$ cat src/rtl/song_reader_pkg.sv
// Shared widths and ROM word layout for the song reader.
// Anything that talks to the song ROM or note_player imports this package.
package song_reader_pkg;

  localparam int SONG_BITS     = 2;
  localparam int NOTE_IDX_BITS = 5;
  localparam int NOTE_W        = 6;
  localparam int DUR_W         = 6;

  localparam int ADDR_W = SONG_BITS + NOTE_IDX_BITS;
  localparam int ROM_W  = NOTE_W + DUR_W;

  typedef logic [SONG_BITS-1:0]     song_t;
  typedef logic [NOTE_IDX_BITS-1:0] note_idx_t;
  typedef logic [ADDR_W-1:0]        rom_addr_t;

  // ROM word: note in the upper field, duration in the lower field.
  typedef struct packed {
    logic [NOTE_W-1:0] note;
    logic [DUR_W-1:0]  duration;
  } rom_word_t;

  // A zero duration terminates a song's note list.
  function automatic logic is_end_marker(rom_word_t w);
    return (w.duration == '0);
  endfunction

endpackage

$ cat src/rtl/song_reader_if.sv
// Signal bundle between the mcu, the song ROM, note_player and song_reader.
// slave is the song_reader side; master is the environment that drives it.
interface song_reader_if;
  import song_reader_pkg::*;

  logic                  play;
  logic [SONG_BITS-1:0]  song;
  logic                  reset_player;
  logic                  note_done;
  logic [ADDR_W-1:0]     rom_addr;
  logic [ROM_W-1:0]      rom_data;
  logic [NOTE_W-1:0]     note;
  logic [DUR_W-1:0]      duration;
  logic                  new_note;
  logic                  song_done;

  modport slave (
    input  play, song, reset_player, note_done, rom_data,
    output rom_addr, note, duration, new_note, song_done
  );

  modport master (
    output play, song, reset_player, note_done, rom_data,
    input  rom_addr, note, duration, new_note, song_done
  );

endinterface

$ cat src/rtl/song_reader.sv
// Walks the selected song's note list in an external 1-cycle ROM and hands
// one {note,duration} at a time to note_player; pulses song_done at the end.
module song_reader
  import song_reader_pkg::*;
(
  input  logic         clk,
  input  logic         reset_n,
  song_reader_if.slave bus
);

  typedef enum logic [1:0] {
    IDLE      = 2'd0,
    FETCH     = 2'd1,
    LATCH     = 2'd2,
    WAIT_NOTE = 2'd3
  } state_t;

  localparam note_idx_t IDX_LAST = '1;

  state_t    state, state_nxt;
  note_idx_t idx, idx_nxt;
  rom_word_t word;

  logic [NOTE_W-1:0] note_q;
  logic [DUR_W-1:0]  dur_q;
  logic              new_note_q, song_done_q;

  logic load, clear, new_note_nxt, song_done_nxt;

  assign word = rom_word_t'(bus.rom_data);

  // Address is only presented while fetching so song is sampled in FETCH alone.
  assign bus.rom_addr  = (state == FETCH) ? {bus.song, idx} : '0;
  assign bus.note      = note_q;
  assign bus.duration  = dur_q;
  assign bus.new_note  = new_note_q;
  assign bus.song_done = song_done_q;

  always_comb begin
    state_nxt     = state;
    idx_nxt       = idx;
    load          = 1'b0;
    clear         = 1'b0;
    new_note_nxt  = 1'b0;
    song_done_nxt = 1'b0;
    if (bus.reset_player) begin
      // Restart wins over everything and is silent towards the mcu.
      state_nxt = IDLE;
      idx_nxt   = '0;
      clear     = 1'b1;
    end else begin
      unique case (state)
        IDLE: begin
          if (bus.play) state_nxt = FETCH;
        end
        FETCH: begin
          state_nxt = LATCH;
        end
        LATCH: begin
          if (is_end_marker(word)) begin
            song_done_nxt = 1'b1;
            idx_nxt       = '0;
            state_nxt     = IDLE;
          end else begin
            load         = 1'b1;
            new_note_nxt = 1'b1;
            state_nxt    = WAIT_NOTE;
          end
        end
        WAIT_NOTE: begin
          // note_done is taken even while paused so the handshake is never lost.
          if (bus.note_done) begin
            if (idx == IDX_LAST) begin
              song_done_nxt = 1'b1;
              idx_nxt       = '0;
              state_nxt     = IDLE;
            end else begin
              idx_nxt   = idx + note_idx_t'(1);
              state_nxt = bus.play ? FETCH : IDLE;
            end
          end
        end
        default: state_nxt = IDLE;
      endcase
    end
  end

  always_ff @(posedge clk or negedge reset_n) begin
    if (!reset_n) begin
      state <= IDLE;
      idx   <= '0;
    end else begin
      state <= state_nxt;
      idx   <= idx_nxt;
    end
  end

  always_ff @(posedge clk or negedge reset_n) begin
    if (!reset_n) begin
      note_q      <= '0;
      dur_q       <= '0;
      new_note_q  <= 1'b0;
      song_done_q <= 1'b0;
    end else begin
      new_note_q  <= new_note_nxt;
      song_done_q <= song_done_nxt;
      if (clear) begin
        note_q <= '0;
        dur_q  <= '0;
      end else if (load) begin
        note_q <= word.note;
        dur_q  <= word.duration;
      end
    end
  end

endmodule
$ cat src/flat_wrapper.sv
// flat-port wrapper written by rule: the top's interface ports become plain ports
module song_reader_flat import song_reader_pkg::*;
  (clk, reset_n, bus_play, bus_song, bus_reset_player, bus_note_done, bus_rom_data, bus_rom_addr, bus_note, bus_duration, bus_new_note, bus_song_done);
  song_reader_if bus_i ();
  input  logic clk;
  input  logic reset_n;
  input wire logic [$bits(bus_i.play)-1:0] bus_play;
  input wire logic [$bits(bus_i.song)-1:0] bus_song;
  input wire logic [$bits(bus_i.reset_player)-1:0] bus_reset_player;
  input wire logic [$bits(bus_i.note_done)-1:0] bus_note_done;
  input wire logic [$bits(bus_i.rom_data)-1:0] bus_rom_data;
  output wire logic [$bits(bus_i.rom_addr)-1:0] bus_rom_addr;
  output wire logic [$bits(bus_i.note)-1:0] bus_note;
  output wire logic [$bits(bus_i.duration)-1:0] bus_duration;
  output wire logic [$bits(bus_i.new_note)-1:0] bus_new_note;
  output wire logic [$bits(bus_i.song_done)-1:0] bus_song_done;
  assign bus_i.play = bus_play;
  assign bus_i.song = bus_song;
  assign bus_i.reset_player = bus_reset_player;
  assign bus_i.note_done = bus_note_done;
  assign bus_i.rom_data = bus_rom_data;
  assign bus_rom_addr = bus_i.rom_addr;
  assign bus_note = bus_i.note;
  assign bus_duration = bus_i.duration;
  assign bus_new_note = bus_i.new_note;
  assign bus_song_done = bus_i.song_done;
  song_reader u_core (.clk(clk), .reset_n(reset_n), .bus(bus_i));
endmodule
$ cat config.mk
export PLATFORM = sky130hd
export DESIGN_NAME = song_reader_flat
export DESIGN_NICKNAME = d
export VERILOG_FILES = /design/src/rtl/song_reader_pkg.sv /design/src/rtl/song_reader_if.sv /design/src/rtl/song_reader.sv /design/src/flat_wrapper.sv
export SDC_FILE = /design/constraint.sdc
export NUM_CORES = 1
export LEC_CHECK = 0
export CORE_MARGIN = 1.5
export CORE_UTILIZATION = 35
export DETAILED_ROUTE_END_ITERATION = 8
export PLACE_DENSITY = 0.72
export SETUP_SLACK_MARGIN = 0.5
export SLEW_MARGIN = 20
export SYNTH_ARGS = -nofsm -noshare
export SYNTH_HDL_FRONTEND = slang
export SYNTH_SLANG_ARGS = --single-unit
$ cat constraint.sdc
create_clock -name clk -period 2.2 [get_ports clk]
set_input_delay 0.66 -clock clk [delete_from_list [all_inputs] [get_ports clk]]
set_output_delay 0.66 -clock clk [all_outputs]
set_load 0.05 [all_outputs]
==> results.md, run 1 <==
* Dpl hpwl at about 1900 µm
* Setup Skew at 6.762 ps
* Die area at 3235 µm²
* RSZ-0062 raised after global routing: true
* First-pass GRT wire length at about 4800 µm
* GRT Resource Usage Total at 0.1961
* Slew margin rel. at 0.8247
* CP Data Arrival Time at about 1300 ps
* Initial Util at 0.3684
* EDFF count, synth at 0
* Seq/Total Area, Yosys at 0.5172
* Mapped Area at 1016 µm²
* Status: finished clean
* Maximum vdd ir drop at 0.0005055 V
* Core area at around 2800 µm²
* Synth Instances at 87
* Max incr delay on CP at 500 ps
* Tmin final at 1972 ps
* Synth Area in Adders at 0.02463
* Setup crit start: u_core.state[1]$_DFFE_PN0P_
* DRC at 0
* Worst path slowest cell: dfrtp_2
* Placed Area at ~1600 µm²
* Tot Pwr at 924.7 µW
* Hold crit path type: reg2reg
* Compound-Gate Fraction of Synth Area at 0.1860
* Pre-antenna DRT Iters at 4
* Layout Nets at around 180
* Area delta synth->final at 89.53%
* I/O pins at 40
* Power Density at 480.2 nW/µm²
* Crit Path Max Fanout at 5
* Crit path max-delay family: flip-flops
* Buffer and inverter count on the worst path at 2
* Clk Latency, worst-skew pair at 310 ps
* Max Clk Rate at 507.1 MHz
* Min setup slack post-route at 228.1 ps
* Final Cell Area at around 1900 µm²
* DR vias at 1003
* Post-Synth Simple-Gate Area at 0.1970
* Crit-path cells: buf_6 > nor3_4 > buf_12
* Clock sinks at 21
* Synth top cells by count: dfrtp_1 (21), a22o_1 (12), and2_1 (5)
* Share of post-route cells with drive strength above 1 at 0.5786
* Dominant cell type by area after synthesis: dfrtp_1
* Syn avg cell area at 11.68 µm²
* Vias in the first global route at between 1000 and 1500
* H-tree Lvls at 1
* Max Cap Viol at 0
* Synth warnings at 0
* Count leader, synth: dfrtp_1
* Least-Margin Pin Slew at roughly 260 ps
* Max-slew violations at 0
* TritonCTS Buffers at 3
* Tcrit/Tclk final at 0.8963
* Routability Congestion at 0.7686
* CTS tree: yes
* Fraction of registers with async set/reset at 1.000
* R2R cell count at 6
* Final setup vio count at 0
* GRT Residual Overflow at 0
* Worst Setup Path Type: reg2out
* CP endpoint kind: primary output
* Post-Place Cells at 164
* CTS Buffer Depth at 2
* Routed Wire Length at 3156 µm
* WL/cell at roughly 17 µm
* Final hold vios at 0
* Largest family of logic cells by synthesized area: simple AND/OR/NAND/NOR gates
* Fin cells at 190
* Pre-CTS setup slack at -323.3 ps
* Synth Net Count at 108
* DIE WIDTH at 56.88 µm
* Clock transition at path regs at 120 ps
* Synth Area in XOR/XNOR at 0
* Routed Antenna Nets at 0
* CTS root buf: clkbuf_4
* Post-synthesis mux area share at 0.01970
* Yosys reg bits at 21
* Reg2reg start: u_core.idx[1]$_DFFE_PN0P_
* Stages on worst setup path at 3
* Initial antenna violation count at 0
* Diodes inserted at 0
* Vias/cell at 5.279
* Rows at 19
* Largest cells by area after synthesis: dfrtp_1 (52%), a22o_1 (10%), and2_1 (3.1%), ha_1 (2.5%), nand2b_1 (2.5%)
* Die Y-Extent at between 50 and 60 µm
* Main synth FF type: dfrtp_1
* Port Buffers at 39
* Leak Pwr at roughly 0.89 nW
* Setup_tns at 0 ps
* R2R Path End: u_core.idx[2]$_DFFE_PN0P_
* Largest net degree at the start of global routing at 22
* Worst Path Required at 1540 ps
* Worst setup path end: bus_rom_addr[4]
* Setup slack, reg-to-reg at 300 ps
* Setup crit start kind: flop
* Starting DRC count in detailed routing at 10
* Yosys cell types at 31
* Yosys top cell area share at 0.5172
## kinds of logic (layout without fill, tap and decap cells)
logic type               count (synthesis)  count (layout)
buffers and inverters                    7              79
AO/OA/AOI/OAI                           23              23
multiplexers                             2               2
flip-flops                              21              21
AND/OR/NAND/NOR                         32              32
adder cells (fa/ha/maj)                  2               2
## per-stage QoR
stage	hold WS, ps	utilization
2_1_floorplan	364.4	-
5_1_grt	529.4	0.6983
6_report	512.4	0.6983
3_5_place_dp	484.7	0.5917
4_1_cts	510.8	0.6819
3_3_place_gp	484.2	0.5917
## cells in the final DEF (no fill, tap or decap), drive strengths merged, types with 3 or more instances in the layout
cell / n
buf: 57
dfrtp: 21
a22o: 12
clkdlybuf4s50: 10
and2: 5
nor3: 5
o21ai: 5
nor2: 5
dlygate4sd2: 4
nand2b: 4
nand3: 3
clkbuf: 3
## worst register-to-register path, cell delays in order, from the launching register on
cell       delay [ps]
dfrtp_1           450
ha_4              180
and3_4            180
ha_4              160
or4bb_4           560
nand2b_4          180
o2bb2ai_4         120
## state kept, by name, summed over array words and instances (netlist names)
register	flops
u_core.bus.duration	6
u_core.bus.note	6
u_core.idx	5
u_core.state	2
u_core.bus.new_note	1
u_core.bus.song_done	1
## cell type report
class	count	area, µm²
fillers	185	832.0
repair buffers	72	705.7
multi-input cells	59	609.3
flip-flops and latches	21	528.0
well taps	31	38.79
clock buffers	3	22.52
inverters	3	16.27
clock inverters	1	5.005
## power by group
| group | leakage (nW) | internal [mW] | total [mW] | switching (mW) |
|---|---|---|---|---|
| sequential | 0.286 | 0.404 | 0.421 | 0.0169 |
| combinational | 0.583 | 0.153 | 0.316 | 0.163 |
| clock | 0.0177 | 0.0679 | 0.188 | 0.120 |
## metal layers
| metal | global-route usage | routed length (µm) | up-vias |
|---|---|---|---|
| li1 | - | - | 466 |
| met1 | 0.2170 | 1196 | 497 |
| met2 | 0.3738 | 1791 | 33 |
| met3 | 0.02074 | 103 | 7 |
| met4 | 0.08306 | 64 | 0 |
| met5 | 0 | 0 | - |
## worst min path at each step
stage / start / end / slack (ps) / cells after the start
2_1_floorplan: reset_n / u_core.bus.duration[0]$_DFFE_PN0P_ / 360 / 0
3_3_place_gp: u_core.bus.note[4]$_DFFE_PN0P_ / u_core.bus.note[4]$_DFFE_PN0P_ / 480 / 1
3_5_place_dp: u_core.bus.note[0]$_DFFE_PN0P_ / u_core.bus.note[0]$_DFFE_PN0P_ / 480 / 1
4_1_cts: u_core.bus.duration[5]$_DFFE_PN0P_ / u_core.bus.duration[5]$_DFFE_PN0P_ / 510 / 1
5_1_grt: u_core.bus.note[2]$_DFFE_PN0P_ / u_core.bus.note[2]$_DFFE_PN0P_ / 530 / 1
6_report: u_core.bus.note[0]$_DFFE_PN0P_ / u_core.bus.note[0]$_DFFE_PN0P_ / 510 / 1
## repair_timing
action	CTS	global route
pin swaps	11	10
setup endpoints to repair	42	28
gates cloned	1	0
gates resized for setup	113	10
hold buffers	0	0
buffers inserted	18	3
Power figures use the tool's default switching activity.
==> inputs of run 2 (changes only) <==
MAX_ROUTING_LAYER = met4   (was unset)
clock period = 2 ns   (was 2.2 ns; I/O delays follow)
==> results.md, run 2 (same netlist as run 1, synthesis figures left out) <==
* Status: finished clean
* Final setup vio count at 0 (unchanged)
* Least-Margin Pin Slew at 501.6 ps (+238.6 ps)
* Commonest non-fill, non-tap cell in the layout: buf_6
* Power Density at 524.3 nW/µm² (+9.2%)
* Vias/cell at 5.301 (+0.41%)
* Routed Antenna Nets at 0 (unchanged)
* Setup Skew at 3.638 ps (-3.123 ps)
* TritonCTS Buffers at 3 (unchanged)
* Pre-CTS setup slack at -464.4 ps (-141.1 ps)
* Hold crit path type: in2reg
* Setup_tns at 0 ps (unchanged)
* H-tree Lvls at 1 (unchanged)
* Pre-antenna DRT Iters at 4 (unchanged)
* Worst Setup Path Type: reg2out
* Port Buffers at 39 (unchanged)
* Clk Latency, worst-skew pair at 310 ps (about the same)
* Most frequent cells in the layout: buf_6 (26), buf_4 (24), dfrtp_1 (20), a22o_1 (12), clkdlybuf4s50_1 (10)
* GRT Resource Usage Total at 0.2095 (+0.01337)
* CP endpoint kind: primary output
* CTS tree: yes
* GRT Residual Overflow at 0 (unchanged)
* Maximum vdd ir drop at 0.0004732 V (-6.4%)
* I/O pins at 40 (unchanged)
* Largest net degree at the start of global routing at 22 (unchanged)
* CTS root buf: clkbuf_4
* Crit Path Max Fanout at 5 (unchanged)
* CTS Buffer Depth at 2 (unchanged)
* Area delta synth->final at 95.81%
* First-pass GRT wire length at 5154 µm (+7.0%)
* DIE WIDTH at 56.88 µm (unchanged)
* Max Clk Rate at approximately 530 MHz
* Max Cap Viol at 0 (unchanged)
* Diodes inserted at 0 (unchanged)
* DRC at 0 (unchanged)
* Slew margin rel. at 0.6645 (-0.1602)
* Routability Congestion at 0.7919 (+3.0%)
* Initial antenna violation count at 0 (unchanged)
* CP Data Arrival Time at 1300 ps (about the same)
* Dpl hpwl at 1982 µm (+3.6%)
* Leak Pwr at 0.9108 nW (+2.6%)
* Worst Path Required at 1400 ps (-140 ps)
* Routed Wire Length at 3198 µm (+1.3%)
* Clock sinks at 21 (unchanged)
* Rows at 19 (unchanged)
* DR vias at 1023 (+2.0%)
* Die area at 3235 µm² (unchanged)
* Starting DRC count in detailed routing at 14 (+4)
* Clock transition at path regs at 130 ps (about the same)
* Core area at 2758 µm² (unchanged)
* Initial Util at 0.3684 (unchanged)
* Layout Nets at 184 (+1.7%)
* Die Y-Extent at 56.88 µm (unchanged)
* Max-slew violations at 0 (unchanged)
* RSZ-0062 raised after global routing: true
* Vias in the first global route at 1102 (+4.9%)
* Tmin final at between 1500 and 2000 ps
* WL/cell at 16.57 µm (-0.24%)
* Final hold vios at 0 (unchanged)
* Share of post-route cells with drive strength above 1 at 0.5741 (-0.004542)
* Tcrit/Tclk final at 0.9493
* Setup crit start kind: flop
* Min setup slack post-route at 101.5 ps (-126.6 ps)
[run 2: cell type report]
| class | instances | area [µm²] |
|---|---|---|
| Fill cell | 177 | 768.2 |
| Multi-Input combinational cell | 59 | 566.8 |
| Sequential cell | 21 | 526.8 |
| Timing Repair Buffer | 75 | 805.8 |
| Clock inverter | 1 | 5.005 |
| Tap cell | 31 | 38.79 |
| Clock buffer | 3 | 22.52 |
| Inverter | 3 | 23.77 |
[run 2: timing repair]
action	4_1_cts	5_1_grt
gates cloned	1	0
gates resized for setup	41	15
endpoints found under the setup margin	37	42
pin swaps	14	12
buffers inserted	16	3
hold buffers	0	0
[run 2: final timing paths]
path	cells past startpoint	slack, ps	end	from
setup reg to reg	6	130	u_core.idx[2]$_DFFE_PN0P_	u_core.idx[0]$_DFFE_PN0P_
min in group asynchronous	2	620	u_core.idx[2]$_DFFE_PN0P_	reset_n
hold reg to reg	1	540	u_core.bus.note[1]$_DFFE_PN0P_	u_core.bus.note[1]$_DFFE_PN0P_
hold / removal	2	500	u_core.bus.duration[3]$_DFFE_PN0P_	bus_rom_data[3]
setup / recovery	4	100	bus_rom_addr[6]	u_core.state[1]$_DFFE_PN0P_
max in group asynchronous	2	1150	u_core.state[0]$_DFFE_PN0P_	reset_n
[run 2: power by group]
group | internal, mW | leakage [nW] | switching (mW) | total, mW
sequential | 0.444 | 0.288 | 0.0187 | 0.463
clock | 0.0748 | 0.0177 | 0.145 | 0.220
combinational | 0.180 | 0.605 | 0.179 | 0.360
total | 0.700 | 0.911 | 0.344 | 1.04
[run 2: layer usage]
metal | track usage | wire length (µm)
met1 | 0.2419 | 1296
met2 | 0.3870 | 1732
met3 | 0.03226 | 135
met4 | 0.03654 | 34
met5 | - | 0
[run 2: metrics by stage]
step	power, mW	instances	util	hold WS, ps	area, µm²
2_1_floorplan	0.6202	87	-	304.4	1102
6_report	1.043	193	0.7214	502.2	1989
5_1_grt	1.082	193	0.7214	507.7	1989
4_1_cts	1.010	190	0.6937	509.7	1913
3_3_place_gp	0.7366	169	0.5957	486.6	1643
3_5_place_dp	0.7430	169	0.5976	483.2	1648
[run 2: critical path, stage by stage, from the launching register on]
cell and delay (ps):
dfrtp_1 420, buf_6 150, nor2_4 120, and2_4 170
buf_12 130
==> inputs of run 3 (changes only) <==
clock period = 2.1 ns   (was 2 ns; I/O delays follow)
==> results.md, run 3 (same netlist as run 1, synthesis figures left out) <==
* Pre-CTS setup slack at -392.9 ps (+71.46 ps)
* GRT Resource Usage Total at 0.1878 (-0.02167)
* Hold crit path type: in2reg
* Crit-path cells: buf_6 > nor3_4 > buf_12
* DRC at 0 (unchanged)
* Reg2reg start: u_core.idx[0]$_DFFE_PN0P_
* Leak Pwr at 0.8316 nW (-8.7%)
* Clock transition at path regs at 130 ps (about the same)
* Hold Path Cell Cnt at 2 (unchanged)
* Max incr delay on CP at 490 ps (+70 ps)
* Core area at 2758 µm² (unchanged)
* Worst Setup Path Type: reg2out
* Commonest non-fill, non-tap cell in the layout: buf_4
* Finished Core Util at 0.6624 (-0.05898)
* Status: finished clean
* Routed Wire Length at 2830 µm (-12%)
* Fin cells at 181 (-6.2%)
* Port Buffers at 39 (unchanged)
* CTS root buf: clkbuf_4
* Placed Area at 1620 µm² (-1.7%)
* Crit path max-delay family: flip-flops
* Pre-antenna DRT Iters at 4 (unchanged)
* Setup slack, reg-to-reg at 200 ps (+70 ps)
* Hold_ws at 516.2 ps (+14.04 ps)
* Tmin final at 1936 ps
* Tot Pwr at 949.4 µW (-9.0%)
* Area delta synth->final at 79.80%
* Setup Skew at 6.970 ps (+3.332 ps)
* Tcrit/Tclk final at 0.9219
* Dpl hpwl at 1869 µm (-5.7%)
* Initial Util at 0.3684 (unchanged)
* Min setup slack post-route at 164.1 ps (+62.62 ps)
* Max Cap Viol at 0 (unchanged)
* Diodes inserted at 0 (unchanged)
* Vias in the first global route at 998 (-9.4%)
* RSZ-0062 raised after global routing: true
* Worst Hold Endpoint: u_core.bus.duration[3]$_DFFE_PN0P_
* Die area at 3235 µm² (unchanged)
* Buffer and inverter count on the worst path at 2 (unchanged)
* Routed Antenna Nets at 0 (unchanged)
* DR vias at 966 (-5.6%)
* Clock sinks at 21 (unchanged)
* Maximum vdd ir drop at 0.0004302 V (-9.1%)
* Routability Congestion at 0.7445 (-6.0%)
* Clk Latency, worst-skew pair at 320 ps (about the same)
* H-tree Lvls at 1 (unchanged)
* WL/cell at 15.64 µm (-5.6%)
* Least-Margin Pin Slew at 281.1 ps (-220.6 ps)
* CP Data Arrival Time at 1310 ps (about the same)
* Slew margin rel. at 0.8126 (+0.1481)
* CTS Buffer Depth at 2 (unchanged)
* Most frequent cells in the layout: buf_4 (30), dfrtp_1 (19), a22o_1 (12), clkdlybuf4s50_1 (10), buf_12 (9)
* CP endpoint kind: primary output
* First-pass GRT wire length at 4602 µm (-11%)
* Worst Path Required at 1470 ps (+70 ps)
* Max-slew violations at 0 (unchanged)
* # hold bufs at CTS at 0 (unchanged)
* Starting DRC count in detailed routing at 13 (-1)
* Worst path slowest cell: dfrtp_2
* R2R cell count at 6 (unchanged)
* CTS tree: yes
* Final setup vio count at 0 (unchanged)
* Final Cell Area at 1827 µm² (-8.2%)
* Max Clk Rate at 516.6 MHz
* Vias/cell at 5.337 (+0.69%)
* Rows at 19 (unchanged)
* Die Y-Extent at 56.88 µm (unchanged)
* GRT Residual Overflow at 0 (unchanged)
* Crit Path Max Fanout at 5 (unchanged)
* Largest net degree at the start of global routing at 22 (unchanged)
* TritonCTS Buffers at 3 (unchanged)
* Layout Nets at 172 (-6.5%)
* Initial antenna violation count at 0 (unchanged)
* Final hold vios at 0 (unchanged)
* Setup crit start kind: flop
* Setup_tns at 0 ps (unchanged)
* Stages on worst setup path at 3 (-1)
* I/O pins at 40 (unchanged)
* Post-Place Cells at 165 (-2.4%)
* Power Density at 519.7 nW/µm² (-0.88%)
* R2R Path End: u_core.idx[0]$_DFFE_PN0P_
* Hold path start: bus_rom_data[3]
* Share of post-route cells with drive strength above 1 at 0.5400 (-0.03407)
* DIE WIDTH at 56.88 µm (unchanged)
## run 3: how the worst max path moves through the flow
stage,endpoint,startpoint,slack (ps)
after CTS,bus_rom_addr[4],u_core.state[1]$_DFFE_PN0P_,170
after global routing,bus_rom_addr[4],u_core.state[1]$_DFFE_PN0P_,130
final,bus_rom_addr[4],u_core.state[1]$_DFFE_PN0P_,160
after floorplan,u_core.state[0]$_DFFE_PN0P_,bus_rom_data[1],150
after global placement,u_core.bus.note[0]$_DFFE_PN0P_,bus_rom_data[1],-340
after detailed placement,u_core.bus.note[5]$_DFFE_PN0P_,bus_rom_data[1],-390
## run 3: area by class of cell
| class | count | area [µm²] |
|---|---|---|
| clock buffer | 3 | 22.52 |
| timing repair buffer | 63 | 661.9 |
| tap | 31 | 38.79 |
| fill | 216 | 930.9 |
| clock inverter | 1 | 5.005 |
| multi-input combinational | 59 | 546.8 |
| inverter | 3 | 23.77 |
| sequential | 21 | 528.0 |
## run 3: timing repair
item | 4_1_cts | 5_1_grt
cloned | 1 | 0
pin swaps | 10 | 7
setup buffers | 7 | 4
setup endpoints to repair | 28 | 28
gates resized for setup | 31 | 5
## run 3: per-layer routing
| layer | GRT usage | share of wire | up-vias |
|---|---|---|---|
| met4 | 0.05980 | 0.012 | 0 |
| met1 | 0.2230 | 0.41 | 485 |
| met5 | - | 0 | - |
| li1 | - | - | 449 |
| met3 | 0.02995 | 0.043 | 5 |
| met2 | 0.3256 | 0.53 | 27 |
## run 3: power by group
| part | total (mW) | leakage (nW) | internal, mW | switching (mW) |
|---|---|---|---|---|
| Sequential | 0.443 | 0.286 | 0.424 | 0.0190 |
| Combinational | 0.299 | 0.527 | 0.145 | 0.154 |
| Clock | 0.208 | 0.0177 | 0.0714 | 0.136 |
| Total | 0.949 | 0.832 | 0.640 | 0.310 |
==> variant, RTL diff (config.mk and constraints of run 3) <==
Encoding of `state_t`: now one-hot (4 bits for 4 states).
--- a/src/rtl/song_reader.sv
+++ b/src/rtl/song_reader.sv
@@ -8,11 +8,11 @@
   song_reader_if.slave bus
 );
 
-  typedef enum logic [1:0] {
-    IDLE      = 2'd0,
-    FETCH     = 2'd1,
-    LATCH     = 2'd2,
-    WAIT_NOTE = 2'd3
+  typedef enum logic [3:0] {
+    IDLE      = 4'b0001,
+    FETCH     = 4'b0010,
+    LATCH     = 4'b0100,
+    WAIT_NOTE = 4'b1000
   } state_t;
 
   localparam note_idx_t IDX_LAST = '1;
Check against the original RTL: same outputs for any inputs over 10 cycles, from zero or initial values and one cycle with reset_n low; not proved beyond that.
==> variant against run 3 <==
  * The flow now finishes with violations (negative setup slack)
  * Register-to-register slack better by 140 ps
  * Design area is 8.6% higher
  * Core utilization is 6.3 points lower
  * Setup slack worse by 190 ps
  * Hold slack better by 21 ps
  * Wire length is 9.1% higher
  * Sequential cell count is 2 higher
  * Die area is 17% higher
  * Area after synthesis is 18% higher
  * Critical endpoint is now bus_rom_addr[5]
Power is not compared: it rests on default switching activity, and its combinational part moved more than twofold at a synthesized area within 25%.
==> variant: results (changes against run 3) <==
set qor(worst-r2r-setup-slack_ps) 340 ;# was 200 ps
set qor(met3_length_um) 132 ;# was 123 um
set qor(hold-path-endpoint) {u_core.bus.duration[0]} ;# was u_core.bus.duration[3]
set qor(placedInstanceArea_sq_mm) 0.00175 ;# was 0.00162 sq mm
set qor(holdCritStartpoint) {u_core.bus.duration[0]} ;# was bus_rom_data[3]
set qor(drt_pre_antenna_iters) 3 ;# was 4
set qor(grt_start_max_net_pins) 24 ;# was 22
set qor(groute.layer.met1.usage_pct) 22.6 ;# was 22.3%
set qor(viasPerCell) 5.04 ;# was 5.34
set qor(synth.lib_cells_used.distinct) 36 ;# was 31
set qor(synth_top_cells_by_count) {dfrtp_1 (22), nor2_1 (18), mux2i_1 (12)} ;# was dfrtp_1 (21), a22o_1 (12), and2_1 (5)
set qor(groute.layer.met3.usage_pct) 3.78 ;# was 3.00%
set qor(max_stage_delay_ps) 450 ;# was 490 ps
set qor(gp_congestion) 0.806 ;# was 0.745
set qor(rr_startpoint) {u_core.state[2]} ;# was u_core.idx[0]
set qor(hold_path_class) {flip-flop to flip-flop} ;# was primary input to flip-flop
set qor(worst_ep_arrival_time_ps) 1490 ;# was 1310 ps
set qor(tightest_slew_ps) 390 ;# was 281 ps
set qor(synth_fp_nets) 126 ;# was 108
set qor(ys_seq_area_share_pct) 48.1 ;# was 51.7%
set qor(fin_ws_ps) -24.4 ;# was 164 ps
set qor(finalWirelength_um) 3090 ;# was 2830 um
set qor(postCtsResizedCells) 37 ;# was 31
set qor(run_status) {complete, but fails checks} ;# was completed
set qor(grtUsageMet2_pct) 32.9 ;# was 32.6%
set qor(grt_use_total_pct) 19.4 ;# was 18.8%
set qor(hpwl_um) 2120 ;# was 1870 um
set qor(post_route_cells_drive_above_1_share_pct) 52.1 ;# was 54.0%
set qor(timing.final.setup_violations) 6 ;# was 0
set qor(failed_checks) {negative setup slack}
set qor(fillerInstances) 287 ;# was 216
[variant: report_power, final]
part           switching (uW)  total (uW)  internal [uW]  leakage [uW]
sequential               7.51         458            450      0.000312
clock                     136         207           71.3     0.0000177
combinational            61.6         126           64.7      0.000546
[variant: cell families (layout without fill, tap and decap cells)]
kind of cell             count (synthesis)  after routing  share of synthesized area, %
AND/OR/NAND/NOR                         50             50                          27.9
flip-flops                              23             23                          48.1
AO/OA/AOI/OAI                           13             13                          9.07
multiplexers                            13             13                          10.9
buffers and inverters                    4             62                          1.88
adder cells (fa/ha/maj)                  2              2                          2.09
[variant: how the worst max path moves through the flow]
stage | start | to | slack [ps]
finish | u_core.state[3] | bus_rom_addr[5] | -20
floorplan | bus_rom_data[2] | u_core.bus.duration[0] | 310
global placement | bus_rom_data[3] | u_core.idx[0] | -200
CTS | u_core.state[3] | bus_rom_addr[5] | -30
global route | u_core.state[3] | bus_rom_addr[5] | -120
detailed placement | bus_rom_data[3] | u_core.idx[2] | -260
[variant: critical path: cells and delay by family (launching register included)]
family | cells | cell delay [ps]
flops | 1 | 450
buf+inv | 2 | 310
simple gates | 2 | 420
[variant: final cells by class]
| type | instances | area [sq um] | area share (%) |
|---|---|---|---|
| clock buffer | 3 | 22.5 | 1.13 |
| clock inverter | 1 | 5.00 | 0.252 |
| inverter | 1 | 3.75 | 0.189 |
| multi-input combinational | 78 | 729 | 36.8 |
| sequential | 23 | 581 | 29.3 |
| tap | 46 | 57.6 | 2.90 |
| timing repair buffer | 57 | 586 | 29.5 |
[variant: metrics by stage]
stage	hold WS (ps)	cells
floorplan	334	105
global placement	507	194
detailed placement	512	194
CTS	544	208
global route	568	209
finish	537	209
